`config.mk`:
```
export PLATFORM = sky130hd
export DESIGN_NAME = wmul_share_arbiter
export DESIGN_NICKNAME = d
export VERILOG_FILES = /design/src/rtl/wmul_pkg.sv /design/src/rtl/rr_arbiter.sv /design/src/rtl/wallace_mul5x5.sv /design/src/rtl/wmul_share_arbiter.sv
export SDC_FILE = /design/constraint.sdc
export NUM_CORES = 1
export LEC_CHECK = 0
export ABC_AREA = 1
export BUFFER_PORTS_ARGS = -buffer_cell sky130_fd_sc_hd__buf_2
export CORE_MARGIN = 4
export CORE_UTILIZATION = 50
export CTS_BUF_LIST = sky130_fd_sc_hd__clkbuf_4
export CTS_CLUSTER_DIAMETER = 200
export CTS_CLUSTER_SIZE = 30
export DETAILED_ROUTE_END_ITERATION = 8
export PLACE_DENSITY = 0.86
export SLEW_MARGIN = 15
export SYNTH_ARGS = -nofsm -noshare
export SYNTH_HDL_FRONTEND = slang
export SYNTH_SLANG_ARGS = --single-unit
```
`constraint.sdc`:
```
create_clock -name clk -period 6.3 [get_ports clk]
set_input_delay 1.26 -clock clk [delete_from_list [all_inputs] [get_ports clk]]
set_output_delay 1.26 -clock clk [all_outputs]
set_load 0.01 [all_outputs]
```
`src/rtl/wmul_pkg.sv`:
```
// Shared types and helpers for the time-shared 5x5 multiplier front end.
package wmul_pkg;

  typedef enum logic [1:0] {
    IDLE = 2'd0,
    MUL  = 2'd1,
    HOLD = 2'd2
  } state_t;

  localparam int W = 5;

  // Index width for n requesters; never below 1 so a 2-way arbiter still has an id bit.
  function automatic int idw_f(input int n);
    return (n <= 2) ? 1 : $clog2(n);
  endfunction

endpackage

```
`src/rtl/rr_arbiter.sv`:
```
// Combinational round-robin picker: scans upward from last+1 with wraparound.
module rr_arbiter #(
  parameter int N   = 4,
  parameter int IDW = 2
) (
  input  logic [N-1:0]   req,
  input  logic [IDW-1:0] last,
  output logic [N-1:0]   grant,
  output logic [IDW-1:0] idx,
  output logic           any
);

  always_comb begin
    grant = '0;
    idx   = '0;
    any   = 1'b0;
    for (int k = 1; k <= N; k++) begin
      if (!any && req[(int'(last) + k) % N]) begin
        grant[(int'(last) + k) % N] = 1'b1;
        idx = IDW'((int'(last) + k) % N);
        any = 1'b1;
      end
    end
  end

endmodule

```
`src/rtl/wallace_mul5x5.sv`:
```
// Existing combinational 5x5 unsigned multiplier shared by the arbiter.
module WallaceMul5x5 (
  input  logic [4:0] x,
  input  logic [4:0] y,
  output logic [9:0] p
);

  always_comb begin
    p = '0;
    for (int i = 0; i < 5; i++) begin
      if (y[i]) p = p + ({5'b0, x} << i);
    end
  end

endmodule

```
`src/rtl/wmul_share_arbiter.sv`:
```
// Round-robin sharing of one WallaceMul5x5 among NREQ clients with a tagged
// valid/ready result channel.
module wmul_share_arbiter
  import wmul_pkg::*;
#(
  parameter  int NREQ = 4,
  parameter  int W    = 5,
  parameter  int CNTW = 16,
  localparam int IDW  = idw_f(NREQ)
) (
  input  logic              clk,
  input  logic              rst,
  input  logic [NREQ-1:0]   req_valid,
  input  logic [NREQ*W-1:0] req_x,
  input  logic [NREQ*W-1:0] req_y,
  output logic [NREQ-1:0]   req_ready,
  output logic              res_valid,
  output logic [IDW-1:0]    res_id,
  output logic [2*W-1:0]    res_p,
  input  logic              res_ready,
  output logic              busy,
  output logic [CNTW-1:0]   op_count
);

  // Handshakes: a transfer happens on the rising edge where valid and ready are
  // both high; res_p/res_id are held unchanged while res_valid is high and
  // res_ready is low.

  state_t          state;
  logic [W-1:0]    op_x, op_y;
  logic [IDW-1:0]  op_id, rr_last;
  logic [2*W-1:0]  prod;

  logic [NREQ-1:0] arb_grant;
  logic [IDW-1:0]  arb_idx;
  logic            arb_any;
  logic            grant_en;
  logic            take;
  logic [W-1:0]    sel_x, sel_y;

  rr_arbiter #(.N(NREQ), .IDW(IDW)) u_arb (
    .req   (req_valid),
    .last  (rr_last),
    .grant (arb_grant),
    .idx   (arb_idx),
    .any   (arb_any)
  );

  WallaceMul5x5 u_mul (
    .x (op_x),
    .y (op_y),
    .p (prod)
  );

  // A new operand set can only be taken when the result register is free or
  // being emptied in the same cycle.
  assign grant_en  = !rst && ((state == IDLE) || (state == HOLD && res_ready));
  assign take      = grant_en && arb_any;
  assign req_ready = grant_en ? arb_grant : '0;
  assign sel_x     = req_x[int'(arb_idx)*W +: W];
  assign sel_y     = req_y[int'(arb_idx)*W +: W];
  assign busy      = (state != IDLE);

  always_ff @(posedge clk or posedge rst) begin
    if (rst) begin
      state     <= IDLE;
      op_x      <= '0;
      op_y      <= '0;
      op_id     <= '0;
      rr_last   <= IDW'(NREQ - 1);
      res_valid <= 1'b0;
      res_id    <= '0;
      res_p     <= '0;
      op_count  <= '0;
    end else begin
      case (state)
        IDLE: begin
          if (take) state <= MUL;
        end
        MUL: begin
          res_p     <= prod;
          res_id    <= op_id;
          res_valid <= 1'b1;
          state     <= HOLD;
        end
        HOLD: begin
          if (res_ready) begin
            op_count  <= op_count + 1'b1;
            res_valid <= 1'b0;
            state     <= take ? MUL : IDLE;
          end
        end
        default: state <= IDLE;
      endcase
      if (take) begin
        op_x    <= sel_x;
        op_y    <= sel_y;
        op_id   <= arb_idx;
        rr_last <= arb_idx;
      end
    end
  end

endmodule

```
==> impl_metrics.json <==
{
  "die_area_sq_um": 8820,
  "syn_nets": 606,
  "synth_seq_cells": 45,
  "grt_max_degree": 46,
  "async_flop_share_pct": 100,
  "syn_avg_cell_area_sq_um": 7.01,
  "place_inst": 695,
  "drt_iter0_markers": 174,
  "post_cts_resized": 0,
  "synthFlopType": "dfrtp_1",
  "initial_core_util_pct": 51.1,
  "tightest_slew_ns": 0.648,
  "setup_viol_count_final": 0,
  "grt_pass1_vias": 3469,
  "cts.sinks": 45,
  "worst_slack_ns": 1.26,
  "maxCapViolCount": 0,
  "final-hold-violation-count": 0,
  "routedWlPerCell_um": 11.7,
  "drv_slew": 0,
  "cts_hold_buf": 0,
  "final_antenna_net_count": 0,
  "clk_pin_slew_ns": 0.14,
  "hold_class": "flip-flop to flip-flop",
  "portBuffers": 80,
  "die_w_um": 93.9,
  "syn_area_sq_um": 3690,
  "synth_edf_count": 0,
  "root_buffer": "clkbuf_4",
  "dpl_cell_area_sq_um": 4150,
  "pre_cts_slack_ns": 1.38,
  "p_leak_nw": 2.56,
  "yosysMostFrequentCell": "nand2_1",
  "numCtsBuffers": 5,
  "setup-tns-final_ns": 0,
  "synth_commonest_cells": "nand2_1 (176), inv_1 (74), nand3_1 (61), dfrtp_1 (43), ha_1 (29)",
  "drive_gt1_share_pct": 19.0,
  "synth_top_area_cell": "dfrtp_1",
  "path_class": "flip-flop to flip-flop",
  "stdcell_count": 703,
  "startpoint_type": "flip-flop",
  "rrSetupSlack_ns": 1.26,
  "grt_antenna_before_repair": 0,
  "ys.warnings.count": 0,
  "fin_area_sq_um": 4240,
  "track_usage_pct": 19.6,
  "power_density_nw_per_um2": 545,
  "overflow": 0,
  "syn2layout_area_growth_pct": 14.9,
  "dieHeight_um": 93.9,
  "cts_tree": "done",
  "io_pins": 81,
  "vias": 3568,
  "core_area_sq_um": 7210,
  "status": "finished clean",
  "max_slew_margin_pct": 56.7,
  "clk_latency_ns": 0.36,
  "vias_per_cell": 5.08,
  "clockBufferDepth": 2,
  "place_hpwl_um": 6530,
  "fmax_mhz": 198,
  "p_total_mw": 2.31,
  "routed_wl_um": 8240,
  "route.detailed.drc": 0,
  "nNetsFinal": 683,
  "crit_required_ns": 6.55,
  "htree_levels": 2,
  "antennaDiodeCount": 0,
  "crit_fanout": 9,
  "min_period_over_period_pct": 80.0,
  "irDropWorstVdd_v": 0.000406,
  "netlist_instances": 526,
  "gp_congestion": 0.824,
  "rsz0062_at_grt": "no",
  "grt_pass1_wl_um": 14500,
  "critPathCaptureType": "flip-flop",
  "finClkSkew_ns": 0.00786,
  "yosysTopAreaCellShare_pct": 29.2,
  "row_count": 31,
  "postCtsSetupBuffers": 0,
  "ys_seq_area_share_pct": 30.6,
  "arrival_ns": 5.29,
  "nFillCells": 664,
  "dr.pass1.iters": 4,
  "synth_area_leaders": "dfrtp_1 (29%), nand2_1 (18%), ha_1 (9.8%), nand3_1 (8.3%), inv_1 (7.5%)",
  "yosysUniqueCellTypes": 40,
  "fin_crit_ns": 5.04
}
==> worst max-delay path: stages (launching register included) <==
cell and delay, ns:
dfrtp_1 0.62, nand2_1 0.10, inv_1 0.10, ha_1 0.18, inv_1 0.06, fa_1 0.36, inv_1 0.11, xor2_1 0.09
o21ai_0 0.27, inv_1 0.10, fa_1 0.43, xor2_1 0.15, nand2_1 0.08, and2_1 0.20, fa_1 0.42, nand2_1 0.07
inv_1 0.04, o21ai_0 0.13, nand2_1 0.08, xor2_1 0.14, o21ai_0 0.31, ha_1 0.33, nand3_1 0.09, nand3_1 0.09
xor2_1 0.15, o21ai_0 0.13, o21ai_0 0.10
==> metrics by stage <==
step                util (%)  hold slack [ns]
floorplan                  -            0.493
detailed placement      57.6            0.461
CTS                     58.7            0.482
global route            58.7            0.513
finish                  58.7            0.478
global placement        57.6            0.460
==> layer usage <==
| metal | part of all wire (%) | up-vias | wire length (um) | track usage [%] |
|---|---|---|---|---|
| met2 | 48 | 132 | 3920 | 35.3 |
| met3 | 6.0 | 13 | 497 | 2.64 |
| met4 | 1.4 | 0 | 118 | 5.05 |
| met5 | 0 | - | 0 | 0 |
| met1 | 45 | 1600 | 3700 | 24.5 |
| li1 | - | 1823 | - | - |
==> report_power, final <==
part           total, mW  switching [mW]  internal [mW]
logic               1.60            1.03          0.572
clock network      0.186          0.0975         0.0889
registers          0.520           0.126          0.394
==> path summary, 6_finish.rpt <==
kind                              startpoint           end  cells past startpoint
worst min-delay path            op_count[15]  op_count[15]                      1
worst max-delay path                 op_x[1]      res_p[8]                     26
worst min register to register  op_count[15]  op_count[15]                      1
max in group asynchronous                rst    rr_last[0]                      3
min in group asynchronous                rst      res_p[7]                      3
worst max register to register       op_x[1]      res_p[8]                     26
==> flip-flops by register name, summed over array words and instances (netlist names) <==
name       cells
op_id          2
res_p         10
state          2
rr_last        2
op_y           5
res_valid      1
op_count      16
res_id         2
op_x           5
==> layout by cell type, fill, tap and decap left out, types with 2 or more instances in the layout <==
| cell type | n |
|---|---|
| nand2_2 | 6 |
| buf_2 | 80 |
| nand4_1 | 4 |
| dfrtp_1 | 43 |
| o22ai_1 | 4 |
| ha_1 | 29 |
| nand2_1 | 176 |
| inv_1 | 73 |
| dfstp_2 | 2 |
| nand3_1 | 61 |
| or2_2 | 2 |
| nor2_1 | 18 |
| a21oi_1 | 18 |
| xnor2_1 | 7 |
| xor2_1 | 14 |
| clkbuf_4 | 6 |
| nor2_2 | 2 |
| clkinv_1 | 3 |
| inv_2 | 3 |
| fa_1 | 4 |
| nand3_2 | 3 |
| o21a_1 | 2 |
| o211ai_1 | 2 |
| nand2_4 | 2 |
| o21ai_0 | 24 |
==> final cells by class <==
cell class | count | area, sq um | area share (%)
clock buffers | 6 | 45.0 | 1.06
clock inverters | 2 | 38.8 | 0.916
inverters | 80 | 303 | 7.15
multi-input cells | 390 | 2190 | 51.7
flip-flops and latches | 45 | 1130 | 26.6
well taps | 99 | 124 | 2.92
repair buffers | 81 | 408 | 9.63
==> logic make-up (layout without fill, tap and decap cells) <==
logic type / after synthesis / in the layout / share of synthesized area (%)
adders and majority gates: 33 / 33 / 12.0
buffers and inverters: 91 / 169 / 10.0
DFF: 45 / 45 / 30.6
AOI/OAI and AO/OA: 54 / 54 / 8.01
and+or+nand+nor: 281 / 281 / 34.1
muxes: 1 / 1 / 0.305
xor gates and xnor gates: 21 / 21 / 4.99
(Power assumes the default switching activity.)
